File: src/rtl/memory_round_ctrl.sv
// memory_round_ctrl: multi-round sequencer for the memorisation game.
//
// Each round requests a fresh random target, shows it for a time that shrinks
// by SHOW_STEP per completed round (floored at SHOW_MIN), then waits for one
// keyboard entry and judges it. Tracks score (round), lives and win/lose.
//
// Ports:
//   clk           system clock, all state on posedge
//   rst           asynchronous active-low reset
//   start         one-cycle pulse, begins a game from IDLE or OVER
//   rand_val      random number, sampled the cycle after new_req
//   new_req       one-cycle pulse asking the random source to advance
//   user_val      keyboard entry, valid with user_ready
//   user_ready    one-cycle entry strobe
//   target        latched target for the display
//   show_phase    high while the target is shown
//   input_phase   high while awaiting an entry
//   verdict_valid high during the verdict hold
//   correct       last judgement, meaningful while verdict_valid
//   round         rounds completed correctly (score)
//   lives         remaining lives
//   game_over     high in OVER
//   win           high in OVER when round == ROUNDS
//
// Optional feature: define INPUT_TIMEOUT_EN to judge an entry as wrong when
// no user_ready arrives within TIMEOUT_CYCLES cycles of INPUT.

module memory_round_ctrl #(
    parameter int unsigned DIGITS         = 4,
    parameter int unsigned SHOW_CYCLES    = 500000000,
    parameter int unsigned SHOW_STEP      = 50000000,
    parameter int unsigned SHOW_MIN       = 100000000,
    parameter int unsigned ROUNDS         = 8,
    parameter int unsigned LIVES          = 3,
    parameter int unsigned VERDICT_CYCLES = 100000000,
    parameter int unsigned TIMEOUT_CYCLES = 1000000000
) (
    input  logic                  clk,
    input  logic                  rst,
    input  logic                  start,
    input  logic [4*DIGITS-1:0]   rand_val,
    output logic                  new_req,
    input  logic [4*DIGITS-1:0]   user_val,
    input  logic                  user_ready,
    output logic [4*DIGITS-1:0]   target,
    output logic                  show_phase,
    output logic                  input_phase,
    output logic                  verdict_valid,
    output logic                  correct,
    output logic [7:0]            round,
    output logic [3:0]            lives,
    output logic                  game_over,
    output logic                  win
);

    localparam int unsigned W = 4 * DIGITS;

    typedef enum logic [2:0] {
        StIdle, StLoad, StShow, StInput, StJudge, StVerdict, StOver
    } state_e;

    state_e         state_q, state_d;
    logic [31:0]    cnt_q, cnt_d;
    logic [W-1:0]   target_q, target_d;
    logic           correct_q, correct_d;
    logic [7:0]     round_q, round_d;
    logic [3:0]     lives_q, lives_d;

    // Display time for the current round; the 64-bit product keeps large
    // round*step values from wrapping back into a valid-looking length.
    logic [63:0]    step_total;
    logic [31:0]    show_len;

    always_comb begin
        step_total = 64'(round_q) * 64'(SHOW_STEP);
        show_len   = SHOW_MIN;
        if (step_total < 64'(SHOW_CYCLES) &&
            (SHOW_CYCLES - step_total[31:0]) > SHOW_MIN) begin
            show_len = SHOW_CYCLES - step_total[31:0];
        end
    end

`ifndef INPUT_TIMEOUT_EN
    logic unused_timeout;
    assign unused_timeout = ^TIMEOUT_CYCLES;
`endif

    always_comb begin
        state_d       = state_q;
        cnt_d         = cnt_q;
        target_d      = target_q;
        correct_d     = correct_q;
        round_d       = round_q;
        lives_d       = lives_q;
        new_req       = 1'b0;
        show_phase    = 1'b0;
        input_phase   = 1'b0;
        verdict_valid = 1'b0;

        case (state_q)
            StIdle, StOver: begin
                if (start) begin
                    new_req = 1'b1;
                    round_d = '0;
                    lives_d = 4'(LIVES);
                    cnt_d   = '0;
                    state_d = StLoad;
                end
            end
            StLoad: begin
                target_d = rand_val;
                cnt_d    = '0;
                state_d  = StShow;
            end
            StShow: begin
                show_phase = 1'b1;
                if (cnt_q == show_len - 32'd1) begin
                    cnt_d   = '0;
                    state_d = StInput;
                end else begin
                    cnt_d = cnt_q + 32'd1;
                end
            end
            StInput: begin
                input_phase = 1'b1;
                if (user_ready) begin
                    correct_d = (user_val == target_q);
                    cnt_d     = '0;
                    state_d   = StJudge;
                end
`ifdef INPUT_TIMEOUT_EN
                else if (cnt_q == TIMEOUT_CYCLES - 1) begin
                    correct_d = 1'b0;
                    cnt_d     = '0;
                    state_d   = StJudge;
                end else begin
                    cnt_d = cnt_q + 32'd1;
                end
`endif
            end
            StJudge: begin
                if (correct_q) begin
                    if (round_q < 8'(ROUNDS)) begin
                        round_d = round_q + 8'd1;
                    end
                end else if (lives_q != 4'd0) begin
                    lives_d = lives_q - 4'd1;
                end
                cnt_d   = '0;
                state_d = StVerdict;
            end
            StVerdict: begin
                verdict_valid = 1'b1;
                if (cnt_q == VERDICT_CYCLES - 1) begin
                    cnt_d = '0;
                    if (lives_q == 4'd0 || round_q == 8'(ROUNDS)) begin
                        state_d = StOver;
                    end else begin
                        new_req = 1'b1;
                        state_d = StLoad;
                    end
                end else begin
                    cnt_d = cnt_q + 32'd1;
                end
            end
            default: state_d = StIdle;
        endcase
    end

    always_ff @(posedge clk or negedge rst) begin
        if (!rst) begin
            state_q   <= StIdle;
            cnt_q     <= '0;
            target_q  <= '0;
            correct_q <= 1'b0;
            round_q   <= '0;
            lives_q   <= 4'(LIVES);
        end else begin
            state_q   <= state_d;
            cnt_q     <= cnt_d;
            target_q  <= target_d;
            correct_q <= correct_d;
            round_q   <= round_d;
            lives_q   <= lives_d;
        end
    end

    assign target    = target_q;
    assign correct   = correct_q;
    assign round     = round_q;
    assign lives     = lives_q;
    assign game_over = (state_q == StOver);
    assign win       = (state_q == StOver) && (round_q == 8'(ROUNDS));

endmodule
File: config.mk
export PLATFORM = sky130hd
export DESIGN_NAME = memory_round_ctrl
export DESIGN_NICKNAME = d
export VERILOG_FILES = /design/src/rtl/memory_round_ctrl.sv
export SDC_FILE = /design/constraint.sdc
export NUM_CORES = 1
export LEC_CHECK = 0
export CAP_MARGIN = 0
export CORE_MARGIN = 1
export CORE_UTILIZATION = 40
export CTS_CLUSTER_DIAMETER = 30
export CTS_CLUSTER_SIZE = 16
export DETAILED_ROUTE_END_ITERATION = 10
export DONT_BUFFER_PORTS = 1
export MAX_ROUTING_LAYER = met4
export PLACE_DENSITY = 0.54
export SYNTH_ARGS = -nofsm -noshare
export SYNTH_HDL_FRONTEND = slang
export SYNTH_SLANG_ARGS = --single-unit
File: constraint.sdc
create_clock -name clk -period 25.2 [get_ports clk]
set_input_delay 6.3 -clock clk [delete_from_list [all_inputs] [get_ports clk]]
set_output_delay 6.3 -clock clk [all_outputs]
set_load 0.02 [all_outputs]
==> results.toml <==
[setup_path]
timing.reg2reg.worst_path_depth = 33
critPathArrivalTime_ps = 7200
criticalPathCategory = "primary input to primary output"
critical_path.max_fanout = 9
flop2flop_setup_slack_ps = 14760
worst_setup_path_start_kind = "primary input"
timing.critical_path.required_ps = 18900
rr_endpoint = "cnt_q[11]"
crit-reg2reg-launch = "round[5]"
critPathCaptureType = "primary output"
startpoint_of_the_worst_setup_timing_path = "start"
critical_path.endpoint = "new_req"

[global_routing]
global_route.peak_usage_layer = "met2"
grt_first_pass_wirelength_um = 40600
grt_pass1_vias = 7581
global_route.usage.total_pct = 23.3
antenna_found_initial = 0
grt_start_max_net_pins = 65
use_met1_pct = 32.6
met2_usage_pct = 35.5
grt.overflow.total = 0
global_route.usage.met3_pct = 3.43

[sta]
final_skew_ps = 6.28
period_minus_slack_ps = 13500
setup_tns_ps = 0
number_of_pins_with_negative_max_slew_slack_in_the_final_report = 0
worst-slew-pin-transition_ps = 1140
max_freq_mhz = 74.1
setup_viol_count_final = 0
rsz0062_at_grt = "no"
slew_headroom_pct = 23.5
hold-worst-slack_ps = 522
post-route-period-util_pct = 53.6
final-hold-violation-count = 0

[yosys]
synthesis.nets = 1237
synth-seq-area-share_pct = 18.0
async_flop_share_pct = 100
number_of_enable_type_register_cells_in_the_synthesized_netlist = 0
count_of_mapped_cells_out_of_synthesis = 1102
synthesis.area_sq_mm = 0.00892
post_synth.cell_area_avg_sq_um = 8.09
ys_warn_count = 0
ff_latch_count_synth = 64
synth.lib_cells_used.distinct = 96
dominantRegCellSynth = "sky130_fd_sc_hd__dfrtp_1"

[route]
drtAntennaViolNets = 0
dr.pass1.iters = 7
route.detailed.drc = 0
wirelength_um = 24800
wire_per_inst_um = 18.5
initialDrtViolationCount = 480
drt-vias-per-instance = 5.94
via_count = 7960

[layout]
multi_input_comb_area_sq_mm = 0.00665
nets = 1191
end_of_flow_core_utilization_pct = 43.1
regArea_sq_mm = 0.00160
layout_commonest_cell = "sky130_fd_sc_hd__inv_1"
area_growth_pct = 5.54
share_of_layout_cells_above_drive_strength_1_pct = 8.29
filler_instances = 2220
layout_common_cells = "sky130_fd_sc_hd__inv_1 (111), sky130_fd_sc_hd__nand2_1 (95), sky130_fd_sc_hd__dfrtp_1 (62)"
num_antenna_cells = 0

[cts]
numCtsBuffers = 9
cts_post_setup_buffers_inserted = 0
clock_path_buffers = 2
clock_tree.root_cell = "sky130_fd_sc_hd__clkbuf_16"
numClockSinks = 64
clock_latency_ps = 340
clkSlewWorstSetupHoldPaths_ps = 60
cts_hold_repair.buffers = 0
ctsHtreeMaxLevel = 3
post_cts.resized_instances = 0
tritoncts = "done"

[floorplanning]
row_count = 54
overall_die_area_sq_mm = 0.0229
die_h_um = 151
floorplan.initialDensity_pct = 40.9
core_area_sq_mm = 0.0218
pin_count = 71
chipWidth_um = 151

[flow_run]
cap_violations = 0

[power]
max-vdd-ir-drop_mv = 0.0628
cellPowerDensity_mw_per_mm2 = 48.6
cellLeakagePower_nw = 4.01

[place]
place_congestion = 0.921
portBuffers = 0
dp.final_hpwl_um = 19200

[min_path]
worst_hold_path_type = "flop to flop"

[outcome]
status = "completed"
==> per-layer routing <==
metal	wire, um	share of wire (%)	vias to the layer above
li1	-	-	3915
met1	12300	49	3845
met2	11100	45	184
met3	1120	4.5	16
met4	276	1.1	0
met5	0	0	-
==> cell families after synthesis <==
| logic type | share of synthesized area [%] |
|---|---|
| AND/OR/NAND/NOR | 21.1 |
| adder cells (fa/ha/maj) | 17.3 |
| AO/OA/AOI/OAI | 24.8 |
| flip-flops | 18.0 |
| buffers and inverters | 7.62 |
| multiplexers | 3.17 |
| XOR/XNOR | 7.97 |
==> synth_stat cells (all sizes together) (13+ instances only) <==
master	n	area share (%)
xnor2	40	4.0
nand4	13	0.98
mux2	18	2.3
a41oi	20	2.0
a211oi	19	1.9
o31ai	27	2.4
a21o	13	1.1
nand2	96	4.1
inv	111	4.7
dfrtp	62	17
a31oi	13	0.91
buf	16	0.93
a21oi	47	2.8
or3	13	0.91
clkbuf	48	2.0
nor3	18	1.1
and3	21	1.5
xor2	35	3.4
fa	41	9.2
nand3	52	2.9
o211ai	13	1.1
or2	15	1.1
nor4	23	1.8
nor2	56	2.4
ha	58	8.1
o21ai	54	3.0
==> per-stage QoR <==
step	worst slack (ps)	std cells	power, W	area (sq um)
2_1_floorplan	11950	1102	0.000279	8920
3_3_place_gp	11720	1325	0.000313	9070
3_5_place_dp	11670	1325	0.000314	9070
4_1_cts	11660	1341	0.000464	9410
5_1_grt	11590	1341	0.000486	9410
6_report	11700	1341	0.000458	9410
==> how the worst min path moves through the flow <==
stage	cells past startpoint	start	slack, ps	end
after floorplan	1	cnt_q[0]	480	cnt_q[0]
after global placement	2	cnt_q[1]	500	cnt_q[1]
after detailed placement	2	cnt_q[1]	510	cnt_q[1]
after CTS	2	cnt_q[1]	520	cnt_q[1]
after global routing	2	cnt_q[1]	570	cnt_q[1]
final	1	cnt_q[0]	520	cnt_q[0]
==> where the power goes <==
group          switching, W  leakage, nW  total (W)  internal [W]
Clock             0.0000507        0.162   0.000147     0.0000968
Combinational     0.0000878         3.00   0.000141     0.0000529
Sequential        0.0000467        0.845   0.000170      0.000123
Total              0.000185         4.01   0.000458      0.000273
==> layout make-up <==
type | count | share of cell area [%]
clock buffers | 9 | 2.39
clock inverters | 7 | 1.26
repair buffers | 7 | 0.558
well taps | 280 | 3.72
multi-input cells | 863 | 70.6
flip-flops and latches | 64 | 17.0
inverters | 111 | 4.43
==> flip-flops by register name, indices dropped and copies added (netlist names) <==
| register | count |
|---|---|
| target | 16 |
| cnt_q | 32 |
| lives | 4 |
| correct | 1 |
| round | 8 |
| state_q | 3 |
==> critical path, cell delays in order <==
cell and delay, ps:
sky130_fd_sc_hd__nand2b_1 90, sky130_fd_sc_hd__nor2_1 550, sky130_fd_sc_hd__a21o_1 260
(Power assumes the default switching activity.)
